--- config.mk ---
export PLATFORM = sky130hd
export DESIGN_NAME = s27_lane_array
export DESIGN_NICKNAME = d
export VERILOG_FILES = /design/src/rtl/s27_pkg.sv /design/src/rtl/s27_lane.sv /design/src/rtl/s27_lane_array.sv
export SDC_FILE = /design/constraint.sdc
export NUM_CORES = 1
export LEC_CHECK = 0
export BUFFER_PORTS_ARGS = -buffer_cell sky130_fd_sc_hd__clkbuf_2
export CORE_MARGIN = 5
export CORE_UTILIZATION = 50
export DETAILED_ROUTE_END_ITERATION = 10
export PLACE_DENSITY = 0.77
export SETUP_SLACK_MARGIN = 0.15
export SLEW_MARGIN = 15
export SYNTH_ARGS = -nofsm -noshare
export SYNTH_HDL_FRONTEND = slang
export SYNTH_SLANG_ARGS = --single-unit
--- constraint.sdc ---
create_clock -name clk -period 5 [get_ports clk]
set_input_delay 1 -clock clk [delete_from_list [all_inputs] [get_ports clk]]
set_output_delay 1 -clock clk [all_outputs]
set_load 0.02 [all_outputs]
--- src/rtl/s27_pkg.sv ---
// Shared constants and the s27 next-state function used by every lane.
package s27_pkg;

  localparam int ST_W = 3;
  localparam int PI_W = 4;

  // Bit positions inside a lane's state word {G7,G6,G5}
  localparam int G5_IDX = 0;
  localparam int G6_IDX = 1;
  localparam int G7_IDX = 2;

  // Bit positions inside a lane's primary-input word {G3,G2,G1,G0}
  localparam int G0_IDX = 0;
  localparam int G1_IDX = 1;
  localparam int G2_IDX = 2;
  localparam int G3_IDX = 3;

  // Returns {next {G7,G6,G5}, G17} for one lane
  function automatic logic [ST_W:0] s27_next(input logic [ST_W-1:0] st,
                                             input logic [PI_W-1:0] pi);
    logic n9, n12, g17;
    logic [ST_W-1:0] ns;
    n9  = ~pi[G0_IDX] & st[G6_IDX] & ~st[G5_IDX];
    n12 = ~pi[G1_IDX] & ~st[G7_IDX] & pi[G3_IDX] & ~st[G5_IDX];
    g17 = ~n9 & ~n12;
    ns[G5_IDX] = pi[G0_IDX] & g17;
    ns[G6_IDX] = ~g17;
    ns[G7_IDX] = ~pi[G2_IDX] & (pi[G1_IDX] | st[G7_IDX]);
    return {ns, g17};
  endfunction

endpackage

--- src/rtl/s27_lane.sv ---
// One s27 lane: state flops, registered G17 and a saturating G17 counter.
// The shifted-in state word is prepared by the parent so the scan chain
// wiring stays in one place.
module s27_lane
  import s27_pkg::*;
#(
  parameter int              CNT_W     = 8,
  parameter logic [ST_W-1:0] RST_STATE = 3'b000
) (
  input  logic             clk,
  input  logic             rst_n,
  input  logic             step_i,
  input  logic             shift_i,
  input  logic [ST_W-1:0]  shift_st_i,
  input  logic             cnt_clr_i,
  input  logic [PI_W-1:0]  pi_i,
  output logic [ST_W-1:0]  state_o,
  output logic             g17_o,
  output logic [CNT_W-1:0] cnt_o
);

  localparam logic [CNT_W-1:0] CNT_MAX = {CNT_W{1'b1}};

  logic [ST_W-1:0]  state_q;
  logic             g17_q;
  logic [CNT_W-1:0] cnt_q, cnt_d;
  logic [ST_W:0]    nxt;
  logic             accept;

  assign nxt    = s27_next(state_q, pi_i);
  // Shifting always wins over stepping
  assign accept = step_i & ~shift_i;

  // Counter next value: clear beats increment, increment stops at all-ones
  always_comb begin
    cnt_d = cnt_q;
    if (cnt_clr_i) begin
      cnt_d = '0;
    end else if (accept && nxt[0] && (cnt_q != CNT_MAX)) begin
      cnt_d = cnt_q + 1'b1;
    end
  end

  // State, G17 and counter registers
  always_ff @(posedge clk or negedge rst_n) begin
    if (!rst_n) begin
      state_q <= RST_STATE;
      g17_q   <= 1'b0;
      cnt_q   <= '0;
    end else begin
      if (shift_i) begin
        state_q <= shift_st_i;
      end else if (step_i) begin
        state_q <= nxt[ST_W:1];
      end
      if (accept) begin
        g17_q <= nxt[0];
      end
      cnt_q <= cnt_d;
    end
  end

  assign state_o = state_q;
  assign g17_o   = g17_q;
  assign cnt_o   = cnt_q;

endmodule

--- src/rtl/s27_lane_array.sv ---
// NUM_LANES independent s27 lanes with a shared scan chain over all state
// bits, a common output-valid flag and per-lane G17 event counters.
module s27_lane_array
  import s27_pkg::*;
#(
  parameter int              NUM_LANES = 4,
  parameter int              CNT_W     = 8,
  parameter logic [ST_W-1:0] RST_STATE = 3'b000
) (
  input  logic                       clk,
  input  logic                       rst_n,
  input  logic                       in_valid,
  input  logic [PI_W*NUM_LANES-1:0]  in_pi,
  input  logic                       scan_en,
  input  logic                       scan_in,
  output logic                       scan_out,
  input  logic                       cnt_clr,
  output logic                       out_valid,
  output logic [NUM_LANES-1:0]       out_g17,
  output logic [ST_W*NUM_LANES-1:0]  state_q,
  output logic [CNT_W*NUM_LANES-1:0] g17_cnt
);

  localparam int SW = ST_W * NUM_LANES;

  logic          out_valid_q;
  logic [SW-1:0] shift_d;
  logic          step;

  // Whole-chain shift: scan_in enters at bit 0, bit SW-1 leaves on scan_out
  assign shift_d  = {state_q[SW-2:0], scan_in};
  assign scan_out = state_q[SW-1];
  assign step     = in_valid & ~scan_en;

  // out_valid pulses for one cycle after each accepted step
  always_ff @(posedge clk or negedge rst_n) begin
    if (!rst_n) begin
      out_valid_q <= 1'b0;
    end else begin
      out_valid_q <= step;
    end
  end

  assign out_valid = out_valid_q;

  genvar gi;
  generate
    for (gi = 0; gi < NUM_LANES; gi++) begin : g_lane
      s27_lane #(
        .CNT_W     (CNT_W),
        .RST_STATE (RST_STATE)
      ) u_lane (
        .clk        (clk),
        .rst_n      (rst_n),
        .step_i     (step),
        .shift_i    (scan_en),
        .shift_st_i (shift_d[ST_W*gi +: ST_W]),
        .cnt_clr_i  (cnt_clr),
        .pi_i       (in_pi[PI_W*gi +: PI_W]),
        .state_o    (state_q[ST_W*gi +: ST_W]),
        .g17_o      (out_g17[gi]),
        .cnt_o      (g17_cnt[CNT_W*gi +: CNT_W])
      );
    end
  endgenerate

endmodule
==> impl_results.md, run 1 <==
- Fraction of registers with async set/reset: 100%
- Depth of the worst register-to-register path: 5
- Number of global-route vias before repair: between 2k and 2.5k
- Worst Path Required: roughly 5.2 ns
- Fin crit period: about 2.6 ns
- Peak Freq: approximately 0.38 GHz
- Die area: slightly below 7000 µm²
- Number of instances in the synthesized netlist: around 280
- Number of enable-type register cells in the synthesized netlist: 0
- Synthesis-to-layout area growth: 16.1%
- Global-route usage over all layers: between 10% and 20%
- Number of standard-cell rows in the floorplan: 26
- FF+latch count, synth: 49
- Half-perimeter wire length of the detailed placement result: 4150 µm
- Endpoint type of the worst setup path: flip-flop
- Distinct cell type count after synthesis: 44
- Critical path, cell by cell: clkbuf_2, nand2b_4, inv_2, o211ai_1, nor4_1, mux2_2
- Startpoint of the most critical hold path: g_lane[1].u_lane.g17_o
- Die Height: around 83 µm
- Setup TNS Final: 0 ns
- Die Width: 82.8 µm
- Clock H-tree levels: 2
- Leakage component of the power: between 1 and 1.5 nW
- Global-route wire length before repair: 9930 µm
- Post-DR vias/cell: 5.70
- Count of buffers inserted at the top-level ports: between 70 and 80
- Cell accounting for the most synthesized area: dfrtp_1
- Total iterations of the first detailed-routing run: 4
- Power density over the cells: ~260 nW/µm²
- Total instance count after detailed placement: just over 400
- Critical path peak fanout: 25
- Filler cell count in the final layout: ~500
- Resized cells post-CTS: 0
- Via count: between 2k and 2.5k
- Sequential-to-total area share from yosys stat: between 40 and 50%
- Share of Yosys cell area claimed by the top area cell type: 46.3%
- Final hold violation count: 0
- Type of the most critical hold path: reg2reg
- Clock-pin slew reported for the worst setup and hold paths after clock tree synthesis: ~0.09 ns
- Count of hold buffers inserted by post-cts repair: 0
- Max transition margin: approximately two fifths
- CTS Buffer Depth: 2
- Most common cell after layout, fill and taps aside: clkbuf_2
- Number of top-level pins: a little over 70
- Launching instance or port of the critical path: scan_en
- Net count, final: approximately 370
- Reg-to-reg critical path startpoint: g_lane[3].u_lane.cnt_o[0]
- Number of max-slew violations in the final report: 0
- Max cap viols: 0
- Post-route fraction of the period consumed by the critical path: between 50% and 60%
- Leading register cell type out of synthesis: dfrtp_1
- Slowest cell on the critical path: nor4_1
- Worst setup path class: in2reg
- Post-CTS setup repair buffer count: 0
- Synthesized cell area: 2650 µm²
- Initial antenna violation count: 0
- Number of cells in the finished layout apart from fillers: around 410
- Post-Synthesis Mean Instance Area: about 9.5 µm²
- Routed wire per std cell: 14.1 µm
- Cts bufs inserted: 5
- Largest cells by area after synthesis: dfrtp_1 46%, nand2_1 5.0%, a21oi_1 4.0%
- CP arrival: between 2 and 3 ns
- Termination of the worst setup path: g_lane[2].u_lane.cnt_o[6]
- Routed Antenna Nets: 0
- Critical Path Start Type: input pin
- GR Overflow Total: 0
- Final setup fails: 0
- Wirelength, routed: a little under 6000 µm
- TritonCTS clock tree: done
- Clk Tree Root Cell: clkbuf_8
- Initial core utilization: roughly half
- Number of design-rule violations left by the first detailed-router iteration: ~120
- Synth Net Count: between 300 and 400
- Critical register-to-register path endpoint: g_lane[3].u_lane.cnt_o[7]
- Setup slack, reg-to-reg: 2.89 ns
- Unrepaired setup endpoints after global routing: no
- Final weighted congestion in routability-driven placement: about 0.80
- Outcome: finished, final reports clean
- Number of remaining DRC errors: 0
- Slew of the pin with the lowest slew margin: between 0.9 and 1 ns
- Number of warnings issued by yosys: 0
- Clock Skews: roughly 0.0075 ns
- Pin count of the biggest net entering global routing: 50
- Most used cells in the layout excluding fill and tap cells: 71 x clkbuf_2, 49 x dfrtp_1, 35 x nand2_1, 21 x a21oi_1, 16 x nor2_1
- Count of inserted antenna diode cells: 0
- Core region area: a little over 5000 µm²
- Insertion delay of the later-clocked pin in the worst-skew pair: approximately 0.30 ns
- Worst supply voltage drop on vdd: about 0.15 mV
- Fraction of layout instances using a drive strength above 1: a little over a quarter
- Number of sinks handled by clock tree synthesis: 49
- Slowest Stage Delay on Critical Path: around 0.44 ns
## kinds of logic after synthesis
kind of cell    after synthesis  synth area share [%]
fa+ha+maj                     4                  1.89
mux                          14                  5.62
buf+inv                      25                  5.00
compound gates               76                  18.8
simple gates                111                  22.4
flops                        49                  46.3
## synth_stat cells, types with 2 or more instances
cell and n:
a21o_1 7, a21oi_1 21, buf_4 8, a31oi_1 4
nor2b_1 6, nor3b_1 2, o31ai_1 7, mux2_2 7
mux2i_1 7, and4_1 2, o41ai_1 5, a211oi_1 5
nor3_1 5, inv_1 6, clkbuf_1 8, or4b_1 2
nor4_1 6, nand2b_1 2, nor4b_1 2, a2bb2oi_1 2
nor2_1 16, nand3_1 10, or3_1 5, o21ai_0 15
and3_1 2, o311ai_0 3, nand4_1 5, ha_1 4
nand2_1 35, or4_1 8, dfrtp_1 49
## registers in the layout (all words and copies together), names as in the netlist
signal                 flops
g_lane.u_lane.g17_o        4
g_lane.u_lane.state_o     12
out_valid                  1
g_lane.u_lane.cnt_o       32
## final cells by class
type	count	area, µm²	share of cell area [%]
Clock buffer	6	72.6	2.36
Clock inverter	2	10.0	0.325
Inverter	7	26.3	0.854
Multi-Input combinational cell	205	1290	42.0
Sequential cell	49	1230	39.9
Tap cell	70	87.6	2.85
Timing Repair Buffer	72	363	11.8
## worst max-delay path: cells and delay by family
kind            cells  cell delay, ns
buf+inv             2            0.35
simple gates        2            0.71
mux                 1            0.37
compound gates      1            0.35
## power by group
part / internal [mW] / switching [mW]
logic: 0.0503 / 0.0913
registers: 0.419 / 0.0253
clock network: 0.0972 / 0.129
## how the worst min path moves through the flow
| stage | to | slack (ns) | cells after the start |
|---|---|---|---|
| global placement | g_lane[1].u_lane.g17_o | 0.46 | 2 |
| floorplan | g_lane[3].u_lane.g17_o | 0.45 | 2 |
| global route | g_lane[1].u_lane.g17_o | 0.52 | 2 |
| detailed placement | g_lane[1].u_lane.g17_o | 0.47 | 2 |
| CTS | g_lane[1].u_lane.g17_o | 0.50 | 2 |
| finish | g_lane[1].u_lane.g17_o | 0.49 | 2 |
## metal layers
layer | wire length [µm] | share of wire [%] | GRT usage, %
met5 | 0 | 0 | 0
met4 | 27 | 0.47 | 4.31
met3 | 290 | 5.0 | 4.95
met2 | 2790 | 48 | 27.3
met1 | 2690 | 46 | 22.6
## stage by stage
stage               power, mW  util, %  worst slack (ns)  instance area (µm²)  hold WS (ns)
floorplan               0.548        -              2.56                 2650         0.446
global placement        0.593     58.3              2.16                 2990         0.464
detailed placement      0.595     58.3              2.07                 2990         0.474
CTS                     0.821     59.9              2.40                 3080         0.497
global route            0.853     59.9              2.15                 3080         0.515
finish                  0.812     59.9              2.40                 3080         0.489
Note: power is estimated with default switching activity, not from simulation.
==> run 2: changes to the inputs <==
==> constraint.sdc (replaced) <==
create_clock -name clk -period 2.7 [get_ports clk]
set_input_delay 0.54 -clock clk [delete_from_list [all_inputs] [get_ports clk]]
set_output_delay 0.54 -clock clk [all_outputs]
set_load 0.02 [all_outputs]
==> impl_results.md, run 2 (synthesized netlist as in run 1, its figures left out) <==
- Outcome: finished, final reports clean
- Clock Skews: 0.00632 ns (-0.00120 ns)
- Switching part of the total power: 27.1% (-3.2 points)
- Critical path peak fanout: 13 (-48%)
- Half-perimeter wire length of the detailed placement result: 4450 µm (+7.4%)
- Switching power: 0.462 mW (+88%)
- Post-CTS setup repair buffer count: 0 (unchanged)
- Final setup fails: 0 (unchanged)
- Final weighted congestion in routability-driven placement: 0.808 (+1.2%)
- Critical Path Start Type: flip-flop
- Setup slack, reg-to-reg: 0.61 ns (-2.28 ns)
- Count of buffers inserted at the top-level ports: 71 (unchanged)
- Termination of the worst setup path: g_lane[2].u_lane.cnt_o[0]
- Reg-to-reg critical path startpoint: g_lane[2].u_lane.state_o[0]
- CTS Buffer Depth: 2 (unchanged)
- Setup TNS Final: 0 ns (unchanged)
- Cts bufs inserted: 5 (unchanged)
- GR Overflow Total: 0 (unchanged)
- Combinational share of power: 15.7% (-1.7 points)
- Net count, final: 370 (+1.1%)
- Insertion delay of the later-clocked pin in the worst-skew pair: 0.29 ns (about the same)
- Number of remaining DRC errors: 0 (unchanged)
- Endpoint type of the worst setup path: flip-flop
- Post-route fraction of the period consumed by the critical path: 77.5%
- Filler cell count in the final layout: 469 (-3.9%)
- Unrepaired setup endpoints after global routing: no
- Power density over the cells: 539 nW/µm² (+100%)
- Pin count of the biggest net entering global routing: 39 (-22%)
- Sequential share of power: 48.2% (-6.5 points)
- Type of the most critical hold path: in2async
- Worst supply voltage drop on vdd: 0.392 mV (+160%)
- Die Width: 82.8 µm (unchanged)
- Resized cells post-CTS: 0 (unchanged)
- Die area: 6860 µm² (unchanged)
- Peak Freq: ~0.48 GHz
- Wirelength, routed: 6100 µm (+5.2%)
- Total area of sequential cells: 1230 µm² (unchanged)
- Synthesis-to-layout area growth: 19.3%
- Depth of the worst register-to-register path: 4 (-1)
- Clk Tree Root Cell: clkbuf_8
- Number of global-route vias before repair: 2311 (+9.4%)
- Internal power contribution: 1.24 mW (+120%)
- Count of hold buffers inserted by post-cts repair: 0 (unchanged)
- Launching instance or port of the critical path: g_lane[2].u_lane.state_o[0]
- Number of standard-cell rows in the floorplan: 26 (unchanged)
- Critical register-to-register path endpoint: g_lane[2].u_lane.cnt_o[0]
- Initial core utilization: 51.6% (unchanged)
- Clock-pin slew reported for the worst setup and hold paths after clock tree synthesis: 0.09 ns (about the same)
- Initial antenna violation count: 0 (unchanged)
- Max cap viols: 0 (unchanged)
- Clock power share: 36.1% (+8.2 points)
- Critical path, cell by cell: or4b_1, o211ai_1, a31oi_1, mux2_2
- TritonCTS clock tree: done
- Worst Path Required: 2.89 ns (-2.30 ns)
- Clock H-tree levels: 2 (unchanged)
- Fraction of layout instances using a drive strength above 1: 27.8% (+1.1 points)
- Post-DR vias/cell: 5.65 (-0.96%)
- Via count: 2344 (unchanged)
- Number of sinks handled by clock tree synthesis: 49 (unchanged)
- Final hold violation count: 0 (unchanged)
- Max transition margin: 37.9% (-0.98 points)
- Count of inserted antenna diode cells: 0 (unchanged)
- Global-route wire length before repair: 10900 µm (+9.5%)
- Number of design-rule violations left by the first detailed-router iteration: 89 (-26%)
- Number of max-slew violations in the final report: 0 (unchanged)
- Slowest Stage Delay on Critical Path: 0.58 ns (+0.14 ns)
- Number of flip-flops under the largest register name: 32 (unchanged)
- Area occupied by multi-input gates: 1290 µm² (unchanged)
- Fin crit period: roughly 2.1 ns
- Core region area: 5140 µm² (unchanged)
- CP arrival: 2.28 ns (-0.51 ns)
- Slew of the pin with the lowest slew margin: 0.927 ns (+0.0147 ns)
- Number of top-level pins: 72 (unchanged)
- Most common cell after layout, fill and taps aside: clkbuf_2
- Routed wire per std cell: 14.7 µm (+4.2%)
- Die Height: 82.8 µm (unchanged)
- Most used cells in the layout excluding fill and tap cells: 71 x clkbuf_2, 49 x dfrtp_1, 35 x nand2_1, 21 x a21oi_1, 16 x nor2_1
- Total iterations of the first detailed-routing run: 4 (unchanged)
- Final Power: 1.71 mW (+110%)
- Worst setup path class: reg2reg
- Routed Antenna Nets: 0 (unchanged)
- Global-route usage over all layers: 18.4% (+1.4 points)
- Slowest cell on the critical path: or4b_1
- Leakage component of the power: 1.49 nW (+3.0%)
## run 2: layout make-up
class | instances | area share [%]
Inverter | 7 | 0.831
Clock inverter | 3 | 2.18
Sequential cell | 49 | 38.8
Timing Repair Buffer | 76 | 12.4
Multi-Input combinational cell | 205 | 40.8
Clock buffer | 5 | 2.18
Tap cell | 70 | 2.77
## run 2: power by group through the flow
stage                     Clock [mW]  Sequential, mW  Combinational [mW]
final                          0.616           0.821               0.268
after detailed placement           0           0.835               0.272
after CTS                      0.634           0.821               0.272
after floorplan                    0           0.865               0.149
after global routing           0.667           0.830               0.297
after global placement             0           0.835               0.265
## run 2: routing by layer
layer / vias up / track usage (%) / routed length, µm
li1: 1170 / - / -
met1: 1132 / 23.7 / 2790
met2: 40 / 31.0 / 3010
met3: 2 / 5.45 / 270
met4: 0 / 3.42 / 27
met5: - / 0 / 0
## run 2: critical path: cells and delay by family (launching register included)
family	cells	cell delay, ns
compound gates	2	0.63
flops	1	0.45
simple gates	1	0.58
mux	1	0.32
## run 2: per-stage QoR
stage	hold WS, ns	setup WS [ns]	util [%]	std cells	instance area [µm²]
global placement	0.442	0.527	58.8	407	3020
global route	0.131	0.495	61.5	415	3160
detailed placement	0.444	0.476	58.8	407	3020
floorplan	0.244	0.719	-	279	2650
CTS	0.116	0.623	61.5	415	3160
finish	0.113	0.607	61.5	415	3160
## run 2: worst min-delay path by stage
| stage | endpoint | slack, ns |
|---|---|---|
| finish | g_lane[2].u_lane.cnt_o[5] | 0.11 |
| global route | g_lane[2].u_lane.cnt_o[5] | 0.13 |
| detailed placement | g_lane[2].u_lane.cnt_o[4] | 0.44 |
| CTS | g_lane[2].u_lane.cnt_o[5] | 0.12 |
| floorplan | g_lane[0].u_lane.cnt_o[0] | 0.24 |
| global placement | g_lane[2].u_lane.cnt_o[4] | 0.44 |
==> run 3: changes to the inputs <==
==> constraint.sdc (replaced) <==
create_clock -name clk -period 2 [get_ports clk]
set_input_delay 0.4 -clock clk [delete_from_list [all_inputs] [get_ports clk]]
set_output_delay 0.4 -clock clk [all_outputs]
set_load 0.02 [all_outputs]
==> impl_results.md, run 3 (synthesized netlist as in run 1, its figures left out) <==
- Count of buffers inserted at the top-level ports: 71 (unchanged)
- Number of sinks handled by clock tree synthesis: 49 (unchanged)
- Type of the most critical hold path: in2async
- Final setup fails: 0 (unchanged)
- CP delay by family, top: simple AND/OR/NAND/NOR gates
- Final weighted congestion in routability-driven placement: 0.808 (about the same)
- Endpoint type of the worst setup path: flip-flop
- Clk Tree Root Cell: clkbuf_8
- Synthesis-to-layout area growth: 21.9%
- Count of buffering cells on the critical path with inverters included: 1 (+1)
- Filler cell count in the final layout: 462 (-1.5%)
- Post-DR vias/cell: 5.76 (+1.9%)
- Critical register-to-register path endpoint: g_lane[2].u_lane.cnt_o[0]
- Worst supply voltage drop on vdd: 0.385 mV (-1.7%)
- Number of top-level pins: 72 (unchanged)
- Die Width: 82.8 µm (unchanged)
- Setup slack, reg-to-reg: 0.21 ns (-0.40 ns)
- Number of flip-flops under the largest register name: 32 (unchanged)
- Core region area: 5140 µm² (unchanged)
- Cts bufs inserted: 5 (unchanged)
- TritonCTS clock tree: done
- Worst Path Required: 2.18 ns (-0.71 ns)
- Critical path, cell by cell: or4b_4, o211ai_1, buf_12, a31oi_1, mux2_2
- CP arrival: 1.97 ns (-0.31 ns)
- Post-route fraction of the period consumed by the critical path: 89.4% (+12 points)
- Number of standard-cell rows in the floorplan: 26 (unchanged)
- Reg-to-reg critical path startpoint: g_lane[2].u_lane.state_o[2]
- Final Power: 2.07 mW (+21%)
- Critical Path Start Type: flip-flop
- Worst setup path class: reg2reg
- Pin count of the biggest net entering global routing: 50 (+28%)
- Insertion delay of the later-clocked pin in the worst-skew pair: 0.30 ns (about the same)
- Half-perimeter wire length of the detailed placement result: 4540 µm (+1.9%)
- Most common cell after layout, fill and taps aside: clkbuf_2
- Fin crit period: 1.79 ns (-0.305 ns)
- Slew of the pin with the lowest slew margin: 0.621 ns (-0.306 ns)
- Max transition margin: 58.6% (+21 points)
- Unrepaired setup endpoints after global routing: no
- Fraction of layout instances using a drive strength above 1: 29.9% (+2.1 points)
- Die Height: 82.8 µm (unchanged)
- Number of max-slew violations in the final report: 0 (unchanged)
- Initial antenna violation count: 0 (unchanged)
- Cell area after layout: 3230 µm² (+2.1%)
- Clock-pin slew reported for the worst setup and hold paths after clock tree synthesis: 0.09 ns (about the same)
- Critical path peak fanout: 13 (unchanged)
- Clock H-tree levels: 2 (unchanged)
- Routed Antenna Nets: 0 (unchanged)
- Max cap viols: 0 (unchanged)
- Total iterations of the first detailed-routing run: 4 (unchanged)
- Global-route wire length before repair: 10600 µm (-2.9%)
- Leakage component of the power: 1.54 nW (+2.8%)
- Count of inserted antenna diode cells: 0 (unchanged)
- Wirelength, routed: 6390 µm (+4.7%)
- Final hold violation count: 0 (unchanged)
- Net count, final: 379 (+2.4%)
- Die area: 6860 µm² (unchanged)
- CTS Buffer Depth: 2 (unchanged)
- Number of global-route vias before repair: 2296 (-0.65%)
- GR Overflow Total: 0 (unchanged)
- Cell area reported after detailed placement: 3090 µm² (+2.1%)
- Clock Skews: 0.00573 ns (-0.000593 ns)
- Peak Freq: 0.559 GHz (+17%)
- Global-route usage over all layers: 18.0% (-0.43 points)
- Via count: 2441 (+4.1%)
- Most used cells in the layout excluding fill and tap cells: 71 x clkbuf_2, 49 x dfrtp_1, 35 x nand2_1, 21 x a21oi_1, 16 x nor2_1
- Number of design-rule violations left by the first detailed-router iteration: 96 (+7.9%)
- Routed wire per std cell: 15.1 µm (+2.5%)
- Initial core utilization: 51.6% (unchanged)
- Power density over the cells: 641 nW/µm² (+19%)
- Number of remaining DRC errors: 0 (unchanged)
- Depth of the worst register-to-register path: 5 (+1)
- Outcome: finished, final reports clean
- Slowest cell on the critical path: or4b_4
- Slowest Stage Delay on Critical Path: 0.56 ns (-0.02 ns)
- Setup TNS Final: 0 ns (unchanged)
- Count of hold buffers inserted by post-cts repair: 0 (unchanged)
-- run 3: cell count changes in the layout (fill, tap and decap cells not counted), sizes merged --
cell    change
o211ai      +1
inv         -1
clkbuf      +3
bufinv      -2
buf         +8
-- run 3: worst register-to-register path, stage by stage, from the launching register on --
cell      delay, ns
dfrtp_1        0.41
or4b_4         0.56
o211ai_1       0.16
buf_12         0.17
a31oi_1        0.07
mux2_2         0.30
-- run 3: worst max path at each step --
stage,startpoint,endpoint,cells after the start
2_1_floorplan,in_valid,g_lane[1].u_lane.cnt_o[7],7
3_5_place_dp,in_pi[13],g_lane[3].u_lane.cnt_o[2],6
5_1_grt,g_lane[3].u_lane.cnt_o[0],g_lane[3].u_lane.cnt_o[5],5
4_1_cts,g_lane[3].u_lane.state_o[2],g_lane[3].u_lane.cnt_o[2],5
3_3_place_gp,scan_en,g_lane[0].u_lane.cnt_o[5],5
6_report,g_lane[2].u_lane.state_o[2],g_lane[2].u_lane.cnt_o[0],5
-- run 3: stage by stage --
stage / util, % / hold WS, ns / worst slack, ns / std cells
finish: 62.8 / 0.184 / 0.212 / 424
floorplan: - / 0.104 / 0.159 / 279
global placement: 60.1 / 0.488 / 0.135 / 413
global route: 62.8 / 0.251 / 0.135 / 424
CTS: 61.9 / 0.224 / 0.153 / 421
detailed placement: 60.1 / 0.492 / 0.0657 / 413
-- run 3: timing repair --
| item | 4_1_cts | 5_1_grt |
|---|---|---|
| gates resized for setup | 2 | 4 |
| buffers inserted | 0 | 2 |
| endpoints found under the setup margin | 3 | 7 |
| gates cloned | 0 | 1 |
| pin swaps | 0 | 3 |
-- run 3: layout make-up --
class / instances / area [µm²] / area share [%]
multi-input cells: 206 / 1340 / 41.6
flip-flops and latches: 49 / 1230 / 38.0
clock buffers: 8 / 80.1 / 2.48
repair buffers: 84 / 465 / 14.4
inverters: 7 / 26.3 / 0.814
well taps: 70 / 87.6 / 2.71
-- run 3: power breakdown --
group	leakage [nW]	total, mW	switching (mW)	internal (mW)
clock network	0.0395	0.558	0.309	0.249
logic	0.838	0.409	0.251	0.157
registers	0.658	1.10	0.0579	1.05
total	1.54	2.07	0.618	1.45
-- run 3: per-layer routing --
layer / wire, µm / GRT usage, %
met5: 0 / 0
met4: 54 / 3.57
met3: 307 / 4.55
met2: 3240 / 30.8
met1: 2790 / 23.1
